File: config.mk
export PLATFORM = sky130hd
export DESIGN_NAME = multicycle_ctrl
export DESIGN_NICKNAME = d
export VERILOG_FILES = /design/src/rtl/multicycle_ctrl.sv
export SDC_FILE = /design/constraint.sdc
export NUM_CORES = 1
export LEC_CHECK = 0
export BUFFER_PORTS_ARGS = -buffer_cell sky130_fd_sc_hd__buf_4
export CAP_MARGIN = 25
export CORE_UTILIZATION = 40
export DETAILED_ROUTE_END_ITERATION = 10
export PLACE_DENSITY = 0.74
export SYNTH_ARGS = -nofsm -noshare
export SYNTH_HDL_FRONTEND = slang
export SYNTH_SLANG_ARGS = --single-unit
File: constraint.sdc
create_clock -name clk -period 6.3 [get_ports clk]
set_input_delay 0.315 -clock clk [delete_from_list [all_inputs] [get_ports clk]]
set_output_delay 0.315 -clock clk [all_outputs]
set_load 0.005 [all_outputs]
File: src/rtl/multicycle_ctrl.sv
// multicycle_ctrl: multi-cycle sequencer for the MIPS core.
// Steps each instruction through FETCH, DECODE, EXEC, MEM and WB. It drives
// the shared ALU, register file, PC mux and unified memory port, and stalls
// on mem_ready.
//
// Ports:
//   clk, reset         - rising-edge clock, asynchronous active-high reset
//   op, funct          - instruction fields from the instruction register
//   zero               - ALU zero flag (branch resolution in EXEC)
//   mem_ready          - memory completed the current access this cycle
//   mem_re/mem_we      - memory read / write request
//   mem_sel            - memory address source (0 = PC, 1 = ALU)
//   ir_we, pc_we       - instruction register / PC load enables
//   pc_next            - PC source (PC+4, jump, rs, branch)
//   reg_dst, reg_in    - register write select / write data source
//   reg_we             - register file write enable
//   alu_src, alu_ctrl  - ALU B operand select / ALU operation
//   state              - current FSM state (debug)
//   illegal            - undecodable instruction flag
//   instr_count        - retired-instruction counter
//
// Build option: define MULTICYCLE_ILLEGAL_TRAP_EN to halt on an illegal
// instruction (sticky flag). Otherwise illegal instructions retire as NOPs.
module multicycle_ctrl #(
    parameter int unsigned CNT_W    = 32,
    parameter logic [5:0]  JR_FUNCT = 6'b001000
) (
    input  logic             clk,
    input  logic             reset,
    input  logic [5:0]       op,
    input  logic [5:0]       funct,
    input  logic             zero,
    input  logic             mem_ready,
    output logic             mem_re,
    output logic             mem_we,
    output logic             mem_sel,
    output logic             ir_we,
    output logic             pc_we,
    output logic [1:0]       pc_next,
    output logic [1:0]       reg_dst,
    output logic             alu_src,
    output logic [1:0]       alu_ctrl,
    output logic             reg_we,
    output logic [1:0]       reg_in,
    output logic [2:0]       state,
    output logic             illegal,
    output logic [CNT_W-1:0] instr_count
);

    typedef enum logic [2:0] {
        FETCH  = 3'd0,
        DECODE = 3'd1,
        EXEC   = 3'd2,
        MEM    = 3'd3,
        WB     = 3'd4,
        HALT   = 3'd5
    } state_t;

    localparam logic [5:0] OP_RTYPE = 6'h00;
    localparam logic [5:0] OP_J     = 6'h02;
    localparam logic [5:0] OP_JAL   = 6'h03;
    localparam logic [5:0] OP_BEQ   = 6'h04;
    localparam logic [5:0] OP_BNE   = 6'h05;
    localparam logic [5:0] OP_XORI  = 6'h0E;
    localparam logic [5:0] OP_LW    = 6'h23;
    localparam logic [5:0] OP_SW    = 6'h2B;

    localparam logic [5:0] FN_ADD   = 6'h20;
    localparam logic [5:0] FN_SUB   = 6'h22;
    localparam logic [5:0] FN_SLT   = 6'h2A;

    state_t     cur, nxt;
    logic [5:0] op_q, funct_q;
    logic       legal;
    logic [1:0] r_alu;

    // Legality is judged on the live fields, since op_q is loaded in DECODE.
    always_comb begin
        legal = 1'b0;
        case (op)
            OP_RTYPE: legal = (funct == FN_ADD) || (funct == FN_SUB) ||
                              (funct == FN_SLT) || (funct == JR_FUNCT);
            OP_J, OP_JAL, OP_BEQ, OP_BNE, OP_XORI, OP_LW, OP_SW: legal = 1'b1;
            default: legal = 1'b0;
        endcase
    end

    always_comb begin
        r_alu = 2'd0;
        case (funct_q)
            FN_SUB:  r_alu = 2'd1;
            FN_SLT:  r_alu = 2'd3;
            default: r_alu = 2'd0;
        endcase
    end

    always_ff @(posedge clk or posedge reset) begin
        if (reset) begin
            cur         <= FETCH;
            op_q        <= '0;
            funct_q     <= '0;
            instr_count <= '0;
        end else begin
            cur <= nxt;
            if (cur == DECODE) begin
                op_q    <= op;
                funct_q <= funct;
            end
            if (pc_we)
                instr_count <= instr_count + CNT_W'(1);
        end
    end

`ifdef MULTICYCLE_ILLEGAL_TRAP_EN
    logic illegal_q;

    always_ff @(posedge clk or posedge reset) begin
        if (reset)
            illegal_q <= 1'b0;
        else if (cur == DECODE && !legal)
            illegal_q <= 1'b1;
    end

    assign illegal = illegal_q;
`else
    assign illegal = (cur == DECODE) && !legal;
`endif

    always_comb begin
        nxt      = cur;
        mem_re   = 1'b0;
        mem_we   = 1'b0;
        mem_sel  = 1'b0;
        ir_we    = 1'b0;
        pc_we    = 1'b0;
        pc_next  = 2'd0;
        reg_dst  = 2'd0;
        alu_src  = 1'b0;
        alu_ctrl = 2'd0;
        reg_we   = 1'b0;
        reg_in   = 2'd0;
        case (cur)
            FETCH: begin
                mem_re = 1'b1;
                if (mem_ready) begin
                    ir_we = 1'b1;
                    nxt   = DECODE;
                end
            end
            DECODE: begin
                if (legal) begin
                    nxt = EXEC;
                end else begin
`ifdef MULTICYCLE_ILLEGAL_TRAP_EN
                    nxt = HALT;
`else
                    pc_we = 1'b1;
                    nxt   = FETCH;
`endif
                end
            end
            EXEC: begin
                case (op_q)
                    OP_RTYPE: begin
                        if (funct_q == JR_FUNCT) begin
                            pc_we   = 1'b1;
                            pc_next = 2'd2;
                            nxt     = FETCH;
                        end else begin
                            alu_src  = 1'b1;
                            alu_ctrl = r_alu;
                            nxt      = WB;
                        end
                    end
                    OP_XORI: begin
                        alu_ctrl = 2'd2;
                        nxt      = WB;
                    end
                    OP_LW, OP_SW: nxt = MEM;
                    OP_J: begin
                        pc_we   = 1'b1;
                        pc_next = 2'd1;
                        nxt     = FETCH;
                    end
                    OP_JAL: begin
                        pc_we   = 1'b1;
                        pc_next = 2'd1;
                        reg_we  = 1'b1;
                        reg_dst = 2'd2;
                        reg_in  = 2'd2;
                        nxt     = FETCH;
                    end
                    OP_BEQ, OP_BNE: begin
                        alu_src  = 1'b1;
                        alu_ctrl = 2'd1;
                        pc_we    = 1'b1;
                        // Branch taken when zero matches the beq sense.
                        pc_next  = ((op_q == OP_BEQ) == zero) ? 2'd3 : 2'd0;
                        nxt      = FETCH;
                    end
                    default: nxt = FETCH;
                endcase
            end
            MEM: begin
                mem_sel = 1'b1;
                mem_re  = (op_q == OP_LW);
                mem_we  = (op_q == OP_SW);
                if (mem_ready) begin
                    if (op_q == OP_SW) begin
                        pc_we = 1'b1;
                        nxt   = FETCH;
                    end else begin
                        nxt = WB;
                    end
                end
            end
            WB: begin
                reg_we = 1'b1;
                pc_we  = 1'b1;
                nxt    = FETCH;
                case (op_q)
                    OP_RTYPE: begin
                        reg_dst  = 2'd1;
                        alu_src  = 1'b1;
                        alu_ctrl = r_alu;
                    end
                    OP_XORI: alu_ctrl = 2'd2;
                    OP_LW:   reg_in   = 2'd1;
                    default: ;
                endcase
            end
            HALT: begin
`ifdef MULTICYCLE_ILLEGAL_TRAP_EN
                nxt = HALT;
`else
                nxt = FETCH;
`endif
            end
            default: nxt = FETCH;
        endcase
    end

    assign state = cur;

endmodule

== Word-level counts from Yosys, hierarchy flattened ==
Cells that the tools add are included.

* Bitwise gates (word level): 0
* Shifts and indexed selects: 0
* Multiply operators: 0
* Muxes and demuxes: 39
* Reductions and logical operators: 14
* Div/mod/pow operators: 0
* Eq/ne operators: 28
* Order comparisons: 0
* Add/sub/neg operators: 1

{| class="wikitable"
|+ Operators by type and width
! kind !! number
|-
| equality test 6 bit (second input constant) || 9
|-
| adder 32 x 1 -> 32 bit (second input constant) || 1
|-
| equality test 6 x 2 -> 1 bit (second input constant) || 4
|-
| equality test 6 x 3 -> 1 bit (second input constant) || 4
|-
| equality test 6 x 4 -> 1 bit (second input constant) || 4
|-
| one-hot mux 2 bit (2 select lines) || 5
|-
| two-way mux 1 bit || 13
|-
| zero test 6 bit || 2
|-
| two-way mux 2 bit || 6
|-
| two-way mux 3 bit || 4
|-
| one-hot mux 1 bit (2 select lines) || 6
|-
| one-hot mux 2 bit (3 select lines) || 2
|-
| one-hot mux 3 bit (4 select lines) || 1
|-
| one-hot mux 3 bit (3 select lines) || 1
|-
| OR reduction 7 bit || 1
|-
| equality test 3 x 2 -> 1 bit (second input constant) || 2
|-
| OR reduction 2 bit || 3
|-
| != test 2 bit (second input constant) || 2
|-
| one-hot mux 1 bit (4 select lines) || 1
|-
| OR reduction 4 bit || 1
|-
| equality test 3 x 1 -> 1 bit (second input constant) || 1
|-
| equality test 3 bit (second input constant) || 1
|-
| zero test 3 bit || 1
|-
| logical OR 1 bit || 3
|-
| other kinds (4) || 4
|}

* Bits in latches: 0
* Bits in writable memories: 0
* Word-level logic and storage cells: 86
* Bits in read-only memories: 0
* Flip-flop bits (word level): 47
* Memories kept: 0
* Output and inout bits: 51

== Logic depth before layout (Yosys ltp) ==
* Depth after elaboration: 7
* Gate-level depth with buffers: 10
* Mapped depth without buffers: 8

== Worst setup path before layout ==
OpenSTA, ideal clock, no wires.

* Path type: register to register
* Start point: register cur[0], in the netlist state[0]
* End point: register instr_count[18]
* Setup slack: 4.182 ns
* Arrival time: 2.038 ns
* Stages on the path, launching flop included: 10
* Path buffers: 2
* Cell sequence: dfrtp_1 > buf_6 > or3b_1 > nor4_1 > o311ai_0 > o311ai_2 > nor2_2 > buf_6 > nor4_1 > xnor2_1

* Cells in the longest elaborated chain, start to end: 2
* Elaborated cells on any way between the ends: 5
* Classes of those cells: eq/ne (4); mux (1)

{| class="wikitable"
|+ Ends and longest elaborated chain
! element !! line !! text
|-
| from (decl) || 72 || <nowiki>state_t cur, nxt;</nowiki>
|-
| from (signal assigned) || 104 || <nowiki>cur <= nxt;</nowiki>
|-
| equality test 3 bit (tied with other cells) || 142 || <nowiki>case (cur)</nowiki>
|-
| one-hot mux 1 bit (4 select lines) * || 142 ||
|-
| to (signal assigned) || 110 || <nowiki>instr_count <= instr_count + CNT_W'(1);</nowiki>
|-
| to (decl) || 47 || <nowiki>output logic [CNT_W-1:0] instr_count</nowiki>
|}

Mark *: on every way between the ends. The rest lies on a longest branch, timed or not.
A chain may end at the register's enable or synchronous reset.

== Worst setup path after layout ==
* Start point: register cur[0], in the netlist state[0]
* End point: output port pc_we

* Cells in the longest elaborated chain, start to end: 2
* Elaborated cells on any way between the ends: 5
* Classes of those cells: eq/ne (4); mux (1)

{| class="wikitable"
|+ Ends and longest elaborated chain
! element !! line !! text
|-
| equality test 3 bit (tied with other cells) || 142 ||
|-
| one-hot mux 1 bit (4 select lines) * || 142 ||
|-
| to (decl) || 38 || <nowiki>output logic pc_we,</nowiki>
|}

Marks and branches as above.

==> impl_metrics.toml <==
[route]
first_pass_iters = 4
via_per_inst = 5.45
post_drt_wl_per_cell_microns = 14.5
wirelength_microns = 5720
drc_errors = 0
dr_total_vias = 2143
drt-initial-drc-count = 156
antenna_left = 0

[final_layout]
fin_cells = 393
area_delta_synth_final_pct = 26.2
fillers = 571
antenna_cells = 0
multi_input_area_sq_um = 1280
final_nets = 334
utilization = 0.533
seq_area_sq_um = 1180
drive_above_1_share = 0.327
design_area_sq_um = 3230

[critical_path]
cp.arrival_ns = 2.80
path_cells = "inv_2 -> nor3_2 -> nor3b_2 -> nor2_2 -> inv_1 -> buf_4"
worstPathMaxFanout = 14
critPathKind = "reg2out"
crit_buf_inv = 3
cpLargestDelayFamily = "simple AND/OR/NAND/NOR gates"
critPathMaxStageDelay_ns = 0.75
worstSetupStartpointType = "register"
reg2reg_from = "state[0]$_DFFE_PP0P_"
rr_worst_depth = 7
cp_data_required_time_ns = 5.98
rrSetupSlack_ns = 3.54
cp_slowest_cell = "nor3_2"
cp-end-kind = "output pin"
r2r-end = "instr_count[20]$_DFFE_PP0P_"

[place]
pre_cts_ws_ns = 3.51
dp_cells = 383
place_hpwl_microns = 4300
dpl_cell_area_sq_um = 3080
io_buffer_count = 66
gp_congestion = 0.859

[logic_synthesis]
synth_seq_cells = 47
async_flop_share = 1.00
synth_area_leaders = "dfrtp_1 46%, xnor2_1 6.2%, xor2_1 5.1%"
synth_fp_nets = 270
synth-seq-area-share = 0.460
synth_area_sq_um = 2560
synth_top_area_frac = 0.460
synth-edff-count = 0
synth_flop_cell = "dfrtp_1"
syn_avg_cell_area_sq_um = 10.1
ys_types = 50
synth_top_area_cell = "dfrtp_1"
yosysWarnings = 0
synthCells = 253

[power_and_ir_drop]
internal_power_mw = 0.559
p_per_area_nw_per_um2 = 251
p_leak_nw = 1.44
power.share.switching = 0.310
p_clk_frac = 0.282
power_mw = 0.809
comb_power_share = 0.218
pwr-share-seq = 0.500
vdd_ir_drop_max_uv = 135
p_sw_mw = 0.251

[cts]
cts_tree = "done"
clkLatencyLatePin_ns = 0.30
clockBufferDepth = 2
cts.clk_slew.worst_paths_ns = 0.09
cts_inserted_buffers = 5
htree_levels = 2
cts_resized = 0
ctsHoldBuffers = 0
post_cts_buffers = 0
cts_root_buf = "clkbuf_8"
cts.sinks = 47

[status]
status = "completed"

[hold_path]
hp-class = "in2reg"
hp-start = "funct[3]"
whs_path_depth = 3
hold_end = "funct_q[3]$_DFFE_PP0P_"

[sta]
finalClockSkew_ns = 0.0139
rsz0062_at_grt = "false"
min_period_ns = 3.11
setup_ws_ns = 3.19
final.period_utilization = 0.494
max_freq_mhz = 321
finalHoldViolCount = 0
hold_ws_ns = 0.244
tightest_slew_ns = 0.913
drv_slew = 0
setup_violations = 0
fin_setup_tns_ns = 0
slew_headroom = 0.388

[floorplan]
die_y_microns = 82.0
die_area_sq_um = 6720
core_sq_um = 6060
ios = 67
die_w_microns = 82.0
core.rowCount = 28
initial_core_util = 0.422

[global_route]
grtUsageTotal = 0.183
grt_pass1_wl_microns = 9360
grt_max_degree = 48
antenna_found_initial = 0
grt.overflow.total = 0
grt_pass1_vias = 1973

[job]
drv_cap = 0
[cells by family after synthesis]
kind of cell / synth area share
AND/OR/NAND/NOR: 0.273
flip-flops: 0.460
XOR/XNOR: 0.113
buffers and inverters: 0.0416
AO/OA/AOI/OAI: 0.0553
multiplexers: 0.0523
adder cells (fa/ha/maj): 0.00489
[synthesized netlist by cell type (2+ instances only)]
cell and number:
a21oi_1 7, mux2_2 11, nand2_1 20, clkbuf_1 4, nand4_1 8, nor2_1 17
and2_1 2, o311ai_0 2, o21ai_0 5, and3_1 3, xnor2_1 18, xor2_1 15
dfrtp_1 47, or4_1 3, nor3_1 19, nor4_2 3, nand4b_1 2, buf_2 4
buf_6 2, inv_1 10, nand3_1 12, nor4_1 6, nor4b_2 2, nand2b_1 4
nor3b_2 2
[metal layers]
metal  part of all wire  routed length, microns  track usage
met3              0.041                     236       0.0356
met1               0.45                    2580        0.246
met5                  0                       0            0
met2               0.50                    2860        0.299
met4             0.0077                      44       0.0474
[worst max-delay path by stage]
stage | startpoint | endpoint | cells after the start
2_1_floorplan | state[0]$_DFFE_PP0P_ | instr_count[18]$_DFFE_PP0P_ | 9
3_3_place_gp | state[0]$_DFFE_PP0P_ | pc_we | 6
3_5_place_dp | state[0]$_DFFE_PP0P_ | pc_we | 6
4_1_cts | state[0]$_DFFE_PP0P_ | pc_we | 6
5_1_grt | state[0]$_DFFE_PP0P_ | pc_we | 6
6_report | state[0]$_DFFE_PP0P_ | pc_we | 6
[placed cells by master (no fill, tap or decap), drive strengths merged, types with 4 or more instances in the layout]
| cell type | count |
|---|---|
| dfrtp | 47 |
| mux2 | 11 |
| nand3 | 13 |
| nor3 | 21 |
| nor2 | 18 |
| inv | 12 |
| nand2 | 20 |
| buf | 67 |
| a21oi | 7 |
| clkbuf | 5 |
| xor2 | 15 |
| xnor2 | 18 |
| nand2b | 4 |
| nand4 | 9 |
| o21ai | 6 |
| nor4 | 9 |
[power by group through the flow]
| stage | Combinational, mW | Clock (mW) | Sequential (mW) |
|---|---|---|---|
| after global placement | 0.172 | 0 | 0.407 |
| after CTS | 0.178 | 0.232 | 0.404 |
| after floorplan | 0.120 | 0 | 0.388 |
| after global routing | 0.197 | 0.242 | 0.415 |
| final | 0.177 | 0.228 | 0.405 |
| after detailed placement | 0.177 | 0 | 0.410 |
[area by class of cell]
type,instances,share of cell area
tap,75,0.0291
inverter,11,0.0128
sequential,47,0.364
multi-input combinational,184,0.395
clock inverter,3,0.0143
clock buffer,5,0.0213
timing repair buffer,68,0.163
[state kept, by name (all words and copies together) (netlist names)]
name / flops
instr_count: 32
op_q: 6
funct_q: 6
state: 3
[worst min-delay path, stage by stage]
cell	delay (ns)
buf_4	0.08
nand2_1	0.04
o21ai_0	0.07
Note: power is estimated with default switching activity, not from simulation.
